<file path="src/rtl/clk_div_ctrl.sv">
// -----------------------------------------------------------------------------
// clk_div_ctrl
// Programmable, glitch-free clock divider controller. Produces a divided clock
// (period 2*H clk_in cycles, 50% duty) and a tick strobe on every rising edge
// of that clock. The half-period H is changed at run time through a valid/ready
// handshake and only takes effect at a rising boundary of clk_out. Stopping
// always lets a started high phase finish, so no runt pulse is ever emitted.
//
// Ports
//   clk_in      in   system clock (single domain)
//   rst         in   synchronous active-low reset
//   run         in   level enable
//   cfg_valid   in   half-period change request
//   cfg_half    in   requested half-period H (0 is rejected with cfg_err)
//   cfg_ready   out  request accepted when cfg_valid && cfg_ready
//   clk_out     out  divided clock, registered
//   tick        out  one-cycle pulse on the cycle clk_out has just risen
//   active_half out  half-period currently in use
//   busy        out  a change is pending, waiting for the rising boundary
//   cfg_err     out  one-cycle pulse when a zero request is accepted
// -----------------------------------------------------------------------------
module clk_div_ctrl #(
    parameter int unsigned CNT_W    = 16,
    parameter int unsigned DEF_HALF = 5
) (
    input  logic             clk_in,
    input  logic             rst,
    input  logic             run,
    input  logic             cfg_valid,
    input  logic [CNT_W-1:0] cfg_half,
    output logic             cfg_ready,
    output logic             clk_out,
    output logic             tick,
    output logic [CNT_W-1:0] active_half,
    output logic             busy,
    output logic             cfg_err
);

    typedef enum logic [1:0] {
        ST_STOP = 2'd0,
        ST_RUN  = 2'd1,
        ST_PEND = 2'd2
    } state_e;

    state_e           state_q, state_d;
    logic [CNT_W-1:0] cnt_q, cnt_d;
    logic [CNT_W-1:0] active_half_q, active_half_d;
    logic [CNT_W-1:0] pending_q, pending_d;
    logic             clk_out_q, clk_out_d;
    logic             tick_q, tick_d;
    logic             busy_q;
    logic             ready_q;
    logic             err_q, err_d;
    logic             stop_req_q, stop_req_d;

    logic             accept_c;
    logic             accept_ok_c;
    logic             wrap_c;

    // Handshake decode; ready_q is a pure function of the registered state.
    assign accept_c    = cfg_valid && ready_q;
    assign accept_ok_c = accept_c && (cfg_half != '0);
    // active_half is never zero, so the subtraction cannot underflow.
    assign wrap_c      = (cnt_q == (active_half_q - CNT_W'(1)));

    // Next-state and next-output computation.
    always_comb begin
        state_d       = state_q;
        cnt_d         = cnt_q;
        clk_out_d     = clk_out_q;
        tick_d        = 1'b0;
        active_half_d = active_half_q;
        pending_d     = pending_q;
        stop_req_d    = stop_req_q;
        err_d         = accept_c && (cfg_half == '0);

        case (state_q)
            ST_STOP: begin
                cnt_d      = '0;
                clk_out_d  = 1'b0;
                stop_req_d = 1'b0;
                if (accept_ok_c) begin
                    active_half_d = cfg_half;
                end
                if (run) begin
                    state_d = ST_RUN;
                end
            end

            ST_RUN, ST_PEND: begin
                if (!run && !clk_out_q) begin
                    // Output already low: stop right away, nothing is cut short.
                    state_d    = ST_STOP;
                    cnt_d      = '0;
                    stop_req_d = 1'b0;
                    if (state_q == ST_PEND) begin
                        active_half_d = pending_q;
                    end else if (accept_ok_c) begin
                        active_half_d = cfg_half;
                    end
                end else begin
                    // Dropping run in the high phase is remembered so that a
                    // re-assertion cannot cancel the stop at the falling edge.
                    if (!run) begin
                        stop_req_d = 1'b1;
                    end
                    if (wrap_c) begin
                        cnt_d     = '0;
                        clk_out_d = !clk_out_q;
                        if (!clk_out_q) begin
                            tick_d = 1'b1;
                            if (state_q == ST_PEND) begin
                                active_half_d = pending_q;
                                state_d       = ST_RUN;
                            end
                        end else if (stop_req_q || !run) begin
                            state_d    = ST_STOP;
                            stop_req_d = 1'b0;
                            if (state_q == ST_PEND) begin
                                active_half_d = pending_q;
                            end else if (accept_ok_c) begin
                                active_half_d = cfg_half;
                            end
                        end
                    end else begin
                        cnt_d = cnt_q + CNT_W'(1);
                    end
                    // A request accepted while running waits for the next
                    // rising boundary; one coinciding with a rise waits a period.
                    if (accept_ok_c && (state_d != ST_STOP)) begin
                        pending_d = cfg_half;
                        state_d   = ST_PEND;
                    end
                end
            end

            default: begin
                state_d   = ST_STOP;
                cnt_d     = '0;
                clk_out_d = 1'b0;
            end
        endcase
    end

    // State and output registers with synchronous active-low reset.
    always_ff @(posedge clk_in) begin
        if (!rst) begin
            state_q       <= ST_STOP;
            cnt_q         <= '0;
            clk_out_q     <= 1'b0;
            tick_q        <= 1'b0;
            active_half_q <= CNT_W'(DEF_HALF);
            pending_q     <= '0;
            busy_q        <= 1'b0;
            ready_q       <= 1'b1;
            err_q         <= 1'b0;
            stop_req_q    <= 1'b0;
        end else begin
            state_q       <= state_d;
            cnt_q         <= cnt_d;
            clk_out_q     <= clk_out_d;
            tick_q        <= tick_d;
            active_half_q <= active_half_d;
            pending_q     <= pending_d;
            busy_q        <= (state_d == ST_PEND);
            ready_q       <= (state_d != ST_PEND);
            err_q         <= err_d;
            stop_req_q    <= stop_req_d;
        end
    end

    assign cfg_ready   = ready_q;
    assign clk_out     = clk_out_q;
    assign tick        = tick_q;
    assign active_half = active_half_q;
    assign busy        = busy_q;
    assign cfg_err     = err_q;

endmodule

</file>
<file path="config.mk">
export PLATFORM = sky130hd
export DESIGN_NAME = clk_div_ctrl
export DESIGN_NICKNAME = d
export VERILOG_FILES = /design/src/rtl/clk_div_ctrl.sv
export SDC_FILE = /design/constraint.sdc
export NUM_CORES = 1
export LEC_CHECK = 0
export ABC_AREA = 1
export CORE_ASPECT_RATIO = 0.5
export CORE_UTILIZATION = 50
export CTS_CLUSTER_DIAMETER = 100
export DETAILED_ROUTE_END_ITERATION = 16
export HOLD_SLACK_MARGIN = 0.15
export PLACE_DENSITY = 0.72
export SLEW_MARGIN = 15
export SYNTH_ARGS = -nofsm -noshare
export SYNTH_HDL_FRONTEND = slang
export SYNTH_SLANG_ARGS = --single-unit
</file>
<file path="constraint.sdc">
create_clock -name clk_in -period 7.01 [get_ports clk_in]
set_clock_uncertainty 0.2 [all_clocks]
set_input_delay 0.701 -clock clk_in [delete_from_list [all_inputs] [get_ports clk_in]]
set_output_delay 0.701 -clock clk_in [all_outputs]
set_load 0.05 [all_outputs]
</file>
# [Word-level counts from Yosys, hierarchy flattened]
# Index checks and enable logic that the tools add are counted.
[op_classes] add_sub_neg=2 bitwise_logic=4 reduce_logical=20 n_mux=25 eq_ne=8
[ops] op="$mux W16" n=7
[ops] op="$pmux W16 S2" n=1
[ops] op="$mux W2" n=9
[ops] op="$add A16 B1 Y16 const B" n=1
[ops] op="$eq A16 B16 Y1" n=1
[ops] op="$logic_not A16 Y1" n=1
[ops] op="$reduce_bool A16 Y1" n=1
[ops] op="$sub A16 B1 Y16 const B" n=1
[ops] op="$ne A4 B4 Y1 const B" n=2
[ops] op="$reduce_or A4 Y1" n=2
[ops] op="$mux W1" n=6
[ops] op="$logic_and A1 B1 Y1" n=5
[ops] op="$eq A2 B2 Y1 const B" n=2
[ops] op="$not A1 Y1" n=4
[ops] op="$pmux W2 S2" n=1
[ops] op="$reduce_and A2 Y1" n=2
[ops] op="$reduce_and A4 Y1" n=1
[ops] op="$reduce_bool A2 Y1" n=2
[ops] op="$ne A3 B3 Y1 const B" n=1
[ops] op="$reduce_and A3 Y1" n=1
[ops] op="$eq A2 B1 Y1 const B" n=1
[ops] op="$logic_not A1 Y1" n=2
[ops] op="$logic_not A2 Y1" n=1
[ops] op="$ne A2 B2 Y1 const B" n=1
[ops] op="3 further kinds" n=3
[totals] ff_bits=56 input_bits=20 wordCells=69 output_inout_bits=21

# [Logic depth before layout (Yosys ltp)]
# Gate-level depths: netlist (run 1).
[logic_depth] depth_word=13 mapped_depth=18 depth_no_buf=18

# [Worst setup path before layout (run 1)]
# Ideal clock, no wire load.
[synth_path] kind="reg2reg" startpoint="register active_half_q[0], in the netlist active_half[0]" endpoint="register pending_q[10]" setup_time_ns=0.142 synth_period_minus_slack_ns=2.778 n_path_buf=1 path_stages_with_launch=16 required_ns=6.668 path_slack_ns=4.232 arrival_time_ns=2.437 cell_sequence="dfxtp_1 inv_2 ha_1 nand2_4 o21ai_2 nand3_1 nand2_1 nor3_4 nand3_4 nand2_1 nand2_1 nand2_4 nand2_8 buf_12 nand2_2 a21oi_2"
[synth_between] elab_chain_len=8
[synth_lines] item="from (decl)" line="47" rtl="logic [CNT_W-1:0] active_half_q, active_half_d;"
[synth_lines] item="from (signal assigned)" line="152" rtl="active_half_q <= CNT_W'(DEF_HALF);"
[synth_lines] item="from (signal assigned)" line="163" rtl="active_half_q <= active_half_d;"
[synth_lines] item="$sub A16 B1 Y16" line="64" rtl="assign wrap_c = (cnt_q == (active_half_q - CNT_W'(1)));"
[synth_lines] item="$eq A16 B16 Y1" line="64"
[synth_lines] item="$mux W2" line="107" rtl="if (wrap_c) begin"
[synth_lines] item="$mux W2" line="91" rtl="if (!run && !clk_out_q) begin"
[synth_lines] item="$mux W2" line="77" rtl="case (state_q)"
[synth_lines] item="$reduce_bool A2 Y1" line="130" rtl="if (accept_ok_c && (state_d != ST_STOP)) begin"
[synth_lines] item="$logic_and A1 B1 Y1" line="130"
[synth_lines] item="$reduce_and A3 Y1 (no line)"
[synth_lines] item="to (signal assigned)" line="164" rtl="pending_q <= pending_d;"
[synth_lines] item="to (decl)" line="48" rtl="logic [CNT_W-1:0] pending_q, pending_d;"
# No other way between the ends. The select of a mux whose other input is x is not followed.
# A chain may end at the register's enable or synchronous reset.

# [Worst setup path in the final report (run 1)]
[layout_path] startpoint="input port cfg_half[0]" endpoint="register active_half_q[4], in the netlist active_half[4]"
[layout_between] elab_chain_len=9
[layout_lines] item="from (decl)" line="30" rtl="input logic [CNT_W-1:0] cfg_half,"
[layout_lines] item="$reduce_bool A16 Y1 *" line="62" rtl="assign accept_ok_c = accept_c && (cfg_half != '0);"
[layout_lines] item="$logic_and A1 B1 Y1 *" line="62"
[layout_lines] item="$mux W16 *"
[layout_lines] item="$mux W16 (5 in a row)"
[layout_lines] item="$pmux W16 S2 *"
# Every way passes the cells marked *; elsewhere a longest branch is shown, timed or not. The select of a mux whose other input is x is not followed.

==> metrics.txt, run 1 <==
biggest area consumer among synthesized cells=dfxtp_1; Synth Area in XOR/XNOR=0.0435; # clock sinks=56; I/O Pins=41; setup violation total in the final timing report=0; fin cells=650; Row Count=21; critical path peak fanout=29; total die area=0.00761 mm²; DR vias/cell=5.32; Cells after DPL=642; top cell type's share of synthesized area=0.309; reg-to-reg endpoint=active_half[4]; area delta synth->final=15.8%; final wirelength=8990 µm; hold path cells=2; number of DRC markers in iteration 0=269; most used flip-flop cell after synthesis=dfxtp_1; CP required=7040 ps; CP Class=in2reg; share of cells above drive strength 1=0.131; register area=0.00112 mm²; CTS root buffer=clkbuf_16; RSZ-0062 raised after global routing=no; Tcrit/Tclk final=0.443; adder-cell share of the synthesized area=0.0207; Vias=between 3k and 4k; hpwl dp=6760 µm; multiplexer area fraction after synthesis=0; top-count cell post-synth=nand2_1; FF+latch count, synth=56; # diodes=0; nets=583; Peak VDD IR=0.114 mV; grt ovf=0; crit path launch type=input pin; simple-gate area share of the yosys netlist=0.407; critical path data arrival time=3140 ps; chip height=roughly 62 µm; synth unique cells=between 40 and 50; cells after synthesis=526; HP Class=reg2reg; ANT nets after route=0; Min-Delay Endpoint=pending_q[5]; GRT Total Usage=0.250; Slew @ Worst Pin=between 1000 and 1500 ps; Post-synth EDFFs=0; TritonCTS clock tree=yes; Slew Viols, Final=0; crit end category=flip-flop; Yosys warning total=0; worst skew pair latency=300 ps; WL/cell=13.8 µm; chip width=around 120 µm; hold-fix buffer count after cts=0; TNS Setup=0 ps; Final GP Congestion=roughly 0.89; post_cts resized=0; Avg Inst Size Synth=approximately 6.9 µm²; Seq/Total Area, Yosys=0.309; hold_sp=pending_q[5]; reg2reg start=active_half[1]; Rel. slew slack=0.320; area taken by multi-input logic gates=0.00220 mm²; async set or reset register ratio after synthesis=0; area of the core=0.00683 mm²; first-pass iteration count of the detailed router=5; Post-Syn Area=0.00362 mm²; Compound-Gate Fraction of Synth Area=0.136; largest cells by area after synthesis=dfxtp_1 31%, nand2_1 13%, nor2_1 6.1%; initial antenna violation count=0; top post-synthesis cells by count=125 x nand2_1, 59 x nor2_1, 56 x dfxtp_1, 44 x inv_1, 31 x nand3_1; H-tree depth=2; IO buf count=40; Synthesized Nets=552; Final min period=a little over 3000 ps; f_max=322 MHz; leak pwr=~1.7 nW; setup bufs post-CTS=0; CTS buffer count=5; Worst Reg-to-Reg Cells=16; worst-case register-to-register setup slack=3990 ps; max-cap violations=0; largest net degree at the start of global routing=30; drc violations=0; first-pass GRT wire length=14900 µm; Pwr Density=229 mW/mm²; largest family of logic cells by synthesized area=simple AND/OR/NAND/NOR gates; Reg clk slew, reported paths=70 ps; vias in the first global route=2988; Starting Density=0.530; Hold Fails Final Rpt=0; clk buf depth=2; Fillers=654; status=completed; Setup crit start=cfg_half[0]
[layout make-up]
class / instances / area share
Multi-Input combinational cell: 400 / 0.525
Clock inverter: 1 / 0.00179
Clock buffer: 7 / 0.0340
Inverter: 53 / 0.0474
Timing Repair Buffer: 41 / 0.0973
Tap cell: 92 / 0.0274
Sequential cell: 56 / 0.267
[layout by cell type, fill, tap and decap left out, types with 5 or more instances in the layout]
master,count
nor2_1,59
nor3_1,9
clkdlybuf4s50_1,40
clkbuf_16,5
inv_1,44
nor4_1,5
nand3_1,31
o211ai_1,5
a21oi_1,24
dfxtp_1,56
o21ai_0,23
nand3_2,11
inv_2,7
nand2_1,125
ha_1,6
xor2_1,14
o21ai_1,10
nor2_2,5
a21oi_2,10
nand2_2,16
nand4_1,12
[through the flow]
stage | power [W] | instance area [µm²] | hold slack, ps | utilization | setup WS [ps]
after floorplan | 0.000615 | 3620 | 237 | - | 4230
after global placement | 0.000698 | 4040 | 251 | 0.592 | 3700
after global routing | 0.00101 | 4190 | 289 | 0.614 | 3570
after CTS | 0.000958 | 4190 | 266 | 0.614 | 3950
final | 0.000960 | 4190 | 261 | 0.614 | 3900
after detailed placement | 0.000700 | 4040 | 256 | 0.592 | 3660
[power by group]
part | internal, W | switching (W) | leakage, nW | total, W
clock | 0.000143 | 0.000119 | 0.0701 | 0.000261
sequential | 0.000335 | 0.0000314 | 0.456 | 0.000367
combinational | 0.000109 | 0.000222 | 1.22 | 0.000331
[layer usage]
metal  GRT usage  wire length (µm)  up-vias  part of all wire
met3      0.0662               713        6             0.079
met5           0                 0        -                 0
met4      0.0488                62        0            0.0069
li1            -                 -     1785                 -
met1       0.405              4910     1548              0.55
met2       0.319              3300      118              0.37
[worst max-delay path, cell delays in order]
cell and delay, ps:
clkdlybuf4s50_1 460, nor4_1 410, nand4_1 190, nand2_1 230, inv_1 400, o21ai_0 290, nor2_1 50, o21ai_0 200
nand2_1 80, a21oi_1 130
[registers in the layout, indices dropped and copies added (netlist names)]
register	count
cfg_ready	1
state_q	2
active_half	16
busy	1
clk_out	1
cnt_q	16
tick	1
stop_req_q	1
cfg_err	1
pending_q	16
[worst max path at each step]
stage | slack [ps] | to
2_1_floorplan | 4230 | pending_q[10]
3_3_place_gp | 3700 | active_half[4]
3_5_place_dp | 3660 | active_half[4]
4_1_cts | 3950 | active_half[4]
5_1_grt | 3570 | active_half[4]
6_report | 3900 | active_half[4]
[cells by family after synthesis]
group | after synthesis
AND/OR/NAND/NOR | 294
AO/OA/AOI/OAI | 82
adder cells (fa/ha/maj) | 6
flip-flops | 56
buffers and inverters | 70
XOR/XNOR | 18
Power figures use the tool's default switching activity.
==> inputs of run 2 (changes only) <==
Clock period 7.01 ns to 3.02 ns, I/O delays scaled along.
==> metrics.txt, run 2 (synthesized netlist as in run 1, its figures left out) <==
status=completed; GRT Total Usage=0.255; CP most frequent cell=nand2_1; IO buf count=40; final instance area=0.00424 mm²; WL/cell=13.8 µm; worst setup margin=223 ps; final wirelength=9020 µm; area of the core=roughly 0.007 mm²; critical path data arrival time=2830 ps; initial antenna violation count=0; Reg clk slew, reported paths=80 ps; setup bufs post-CTS=0; largest net degree at the start of global routing=30; chip height=62.2 µm; ANT nets after route=0; worst skew pair latency=310 ps; # diodes=0; critical path peak fanout=9; area delta synth->final=17.1%; Setup WS pre-CTS=119 ps; CP Class=reg2reg; first-pass iteration count of the detailed router=5; I/O Pins=41; first-pass GRT wire length=15000 µm; delay-heaviest family, CP=simple AND/OR/NAND/NOR gates; # clock sinks=56; chip width=122 µm; Starting Density=0.530; number of DRC markers in iteration 0=321; Final min period=2800 ps; post_cts resized=0; CTS root buffer=clkbuf_16; fin cells=about 660; Slew Viols, Final=0; H-tree depth=2; nets=~600; grt ovf=0; CP max stage cell=dfxtp_1; commonest non-fill, non-tap cells in the layout=125 x nand2_1, 59 x nor2_1, 56 x dfxtp_1, 44 x inv_1, 40 x clkdlybuf4s50_1; worst-path cell chain=inv_2, ha_2, nand2_4, nand2_1, nand2_1, nand2_1, nand2_1, nor2_1, nand2_1, nor2_4, nand3_4, nand2_1, nand2_1, nand2_4, buf_4, nand3_1, a21oi_1; crit path launch type=flip-flop; total die area=between 0.007 and 0.008 mm²; vias in the first global route=roughly 3k; CP required=3050 ps; dpl cell area=0.00409 mm²; commonest non-fill, non-tap cell in the layout=nand2_1; RSZ-0062 raised after global routing=no; hold-fix buffer count after cts=0; CTS buffer count=5; TritonCTS clock tree=yes; max-cap violations=0; Slew @ Worst Pin=1040 ps; Cells after DPL=~650; leak pwr=1.77 nW; Peak VDD IR=0.309 mV; setup violation total in the final timing report=0; share of cells above drive strength 1=0.142; CP bufs+invs=2; hpwl dp=6870 µm; Pwr Density=530 mW/mm²; f_max=between 300 and 400 MHz; Crit path largest cell delay=around 340 ps; Vias=3487; drc violations=0; DR vias/cell=5.32; HP Class=reg2reg; Final GP Congestion=0.868; clk buf depth=2; Hold Fails Final Rpt=0; Rel. slew slack=0.309; TNS Setup=0 ps; crit end category=flip-flop; Row Count=21; Tcrit/Tclk final=0.926
run 2: layer usage:
layer,wire length (µm),vias up,global-route usage
met1,4850,1567,0.390
met3,649,11,0.0579
met4,157,0,0.0945
li1,-,1796,-
met5,0,-,0
met2,3370,113,0.339
run 2: final timing paths:
check	cells after the start	startpoint	slack [ps]	endpoint
worst max-delay path	17	active_half[0]	220	pending_q[5]
worst min-delay path	2	stop_req_q	270	stop_req_q
worst max register to register	17	active_half[0]	220	pending_q[5]
worst min register to register	2	stop_req_q	270	stop_req_q
run 2: tightest hold or removal path, cell delays in order, from the launching register on:
cell	delay, ps
dfxtp_1	310
nand2_1	50
a21oi_1	60
run 2: power breakdown:
part	internal, W	switching, W	leakage, nW
clock	0.000332	0.000284	0.0701
combinational	0.000265	0.000522	1.25
sequential	0.000779	0.0000680	0.456
total	0.00138	0.000874	1.77
run 2: per-stage QoR:
| stage | util | total power [W] | hold WS [ps] |
|---|---|---|---|
| after floorplan | - | 0.00143 | 237 |
| after global placement | 0.599 | 0.00163 | 253 |
| after detailed placement | 0.599 | 0.00164 | 257 |
| after CTS | 0.621 | 0.00225 | 269 |
| after global routing | 0.621 | 0.00236 | 281 |
| final | 0.621 | 0.00225 | 268 |
run 2: final cells by class:
| cell class | instances | area, µm² |
|---|---|---|
| inverter | 53 | 199 |
| clock inverter | 1 | 7.51 |
| sequential | 56 | 1120 |
| clock buffer | 7 | 143 |
| multi-input combinational | 400 | 2200 |
| tap | 92 | 115 |
| fill | 666 | 2590 |
| timing repair buffer | 47 | 453 |
==> inputs of run 3 (changes only) <==
Settings changed: CORE_MARGIN set to 2, DONT_BUFFER_PORTS set to 1, PLACE_DENSITY 0.72 to not set.
==> metrics.txt, run 3 (synthesized netlist as in run 1, its figures left out) <==
H-tree depth=2; Rel. slew slack=0.479; Row Count=21; f_max=358 MHz; Crit path largest cell delay=600 ps; CP Class=in2reg; CP most frequent cell=nand2_1; worst setup margin=between 200 and 250 ps; CTS buffer count=5; setup violation total in the final timing report=0; initial antenna violation count=0; grt ovf=0; crit end category=flip-flop; CP max stage cell=dlygate4sd3_1; Vias=3423; max-cap violations=0; largest net degree at the start of global routing=30; chip width=124 µm; Pwr Density=569 mW/mm²; share of cells above drive strength 1=0.174; ANT nets after route=0; first-pass iteration count of the detailed router=5; leak pwr=approximately 1.8 nW; CP bufs+invs=2; final wirelength=9830 µm; commonest non-fill, non-tap cell in the layout=nand2_1; # diodes=0; critical path data arrival time=2830 ps; worst-path cell chain=dlygate4sd3_1, nor4_1, nand4_1, nand2_1, inv_1, o21ai_0, nor2_1, o21ai_1, nand2_1, a21oi_1; CP required=roughly 3100 ps; setup bufs post-CTS=0; Tcrit/Tclk final=0.924; Slew Viols, Final=0; Peak VDD IR=roughly 0.26 mV; total die area=0.00798 mm²; area of the core=between 0.006 and 0.007 mm²; fin util=0.612; Setup WS pre-CTS=253 ps; chip height=64.2 µm; delay-heaviest family, CP=buffers and inverters; crit path launch type=input pin; RSZ-0062 raised after global routing=yes; number of DRC markers in iteration 0=309; TritonCTS clock tree=yes; CTS root buffer=clkbuf_16; Final GP Congestion=0.888; DR vias/cell=around 5.3; fin cells=651; status=completed; WL/cell=around 15 µm; nets=between 500 and 600; Hold Fails Final Rpt=0; worst skew pair latency=300 ps; IO buf count=0; HP Class=in2reg; # clock sinks=56; Reg clk slew, reported paths=70 ps; vias in the first global route=3285; GRT Total Usage=0.260; area delta synth->final=15.8%; commonest non-fill, non-tap cells in the layout=125 x nand2_1, 59 x nor2_1, 56 x dfxtp_1, 44 x inv_1, 31 x nand3_1; drc violations=0; Starting Density=0.528; Cells after DPL=624; critical path peak fanout=29; I/O Pins=41; Final min period=2790 ps; hpwl dp=7300 µm; first-pass GRT wire length=between 15000 and 20000 µm; Slew @ Worst Pin=781 ps; clk buf depth=2
[run 3: area by class of cell]
| type | instances | area [µm²] |
|---|---|---|
| timing repair buffer | 42 | 363 |
| inverter | 53 | 199 |
| clock buffer | 5 | 125 |
| sequential | 56 | 1120 |
| clock inverter | 3 | 68.8 |
| multi-input combinational | 400 | 2200 |
| tap | 92 | 115 |
| fill | 670 | 2660 |
[run 3: per-layer routing]
metal	track usage	wire, µm
met3	0.0729	796
met5	0	0
met4	0.0548	82
met2	0.346	3510
met1	0.404	5440
[run 3: where the power goes]
part | total [W] | internal (W) | switching [W] | leakage [nW]
combinational | 0.000775 | 0.000243 | 0.000532 | 1.26
clock | 0.000767 | 0.000479 | 0.000288 | 0.0944
sequential | 0.000844 | 0.000779 | 0.0000649 | 0.456
total | 0.00239 | 0.00150 | 0.000885 | 1.81
[run 3: tightest hold or removal path, cell delays in order]
cell	delay, ps
nor2_1	70
inv_1	50
nand2_1	150
nor3_1	70
[run 3: final timing paths]
check,start,endpoint,slack [ps],cells after the start
worst max-delay path,cfg_half[1],active_half[9],230,10
worst min-delay path,run,clk_out,180,4
worst max register to register,active_half[1],busy,290,15
worst min register to register,stop_req_q,stop_req_q,270,2
[run 3: per-stage QoR]
stage                     TNS [ps]  hold WS [ps]  power [W]  cell area [µm²]
final                            0           181    0.00239             4200
after global placement           0           197    0.00159             3810
after CTS                        0           165    0.00239             4190
after global routing          -126           231    0.00251             4200
after floorplan                  0           237    0.00143             3620
after detailed placement         0           196    0.00159             3810
[run 3: what timing repair did]
item / 4_1_cts / 5_1_grt
hold endpoints to repair: 37 / 0
endpoints found under the setup margin: 0 / 5
gates resized for setup: 0 / 1
hold buffers: 19 / 0
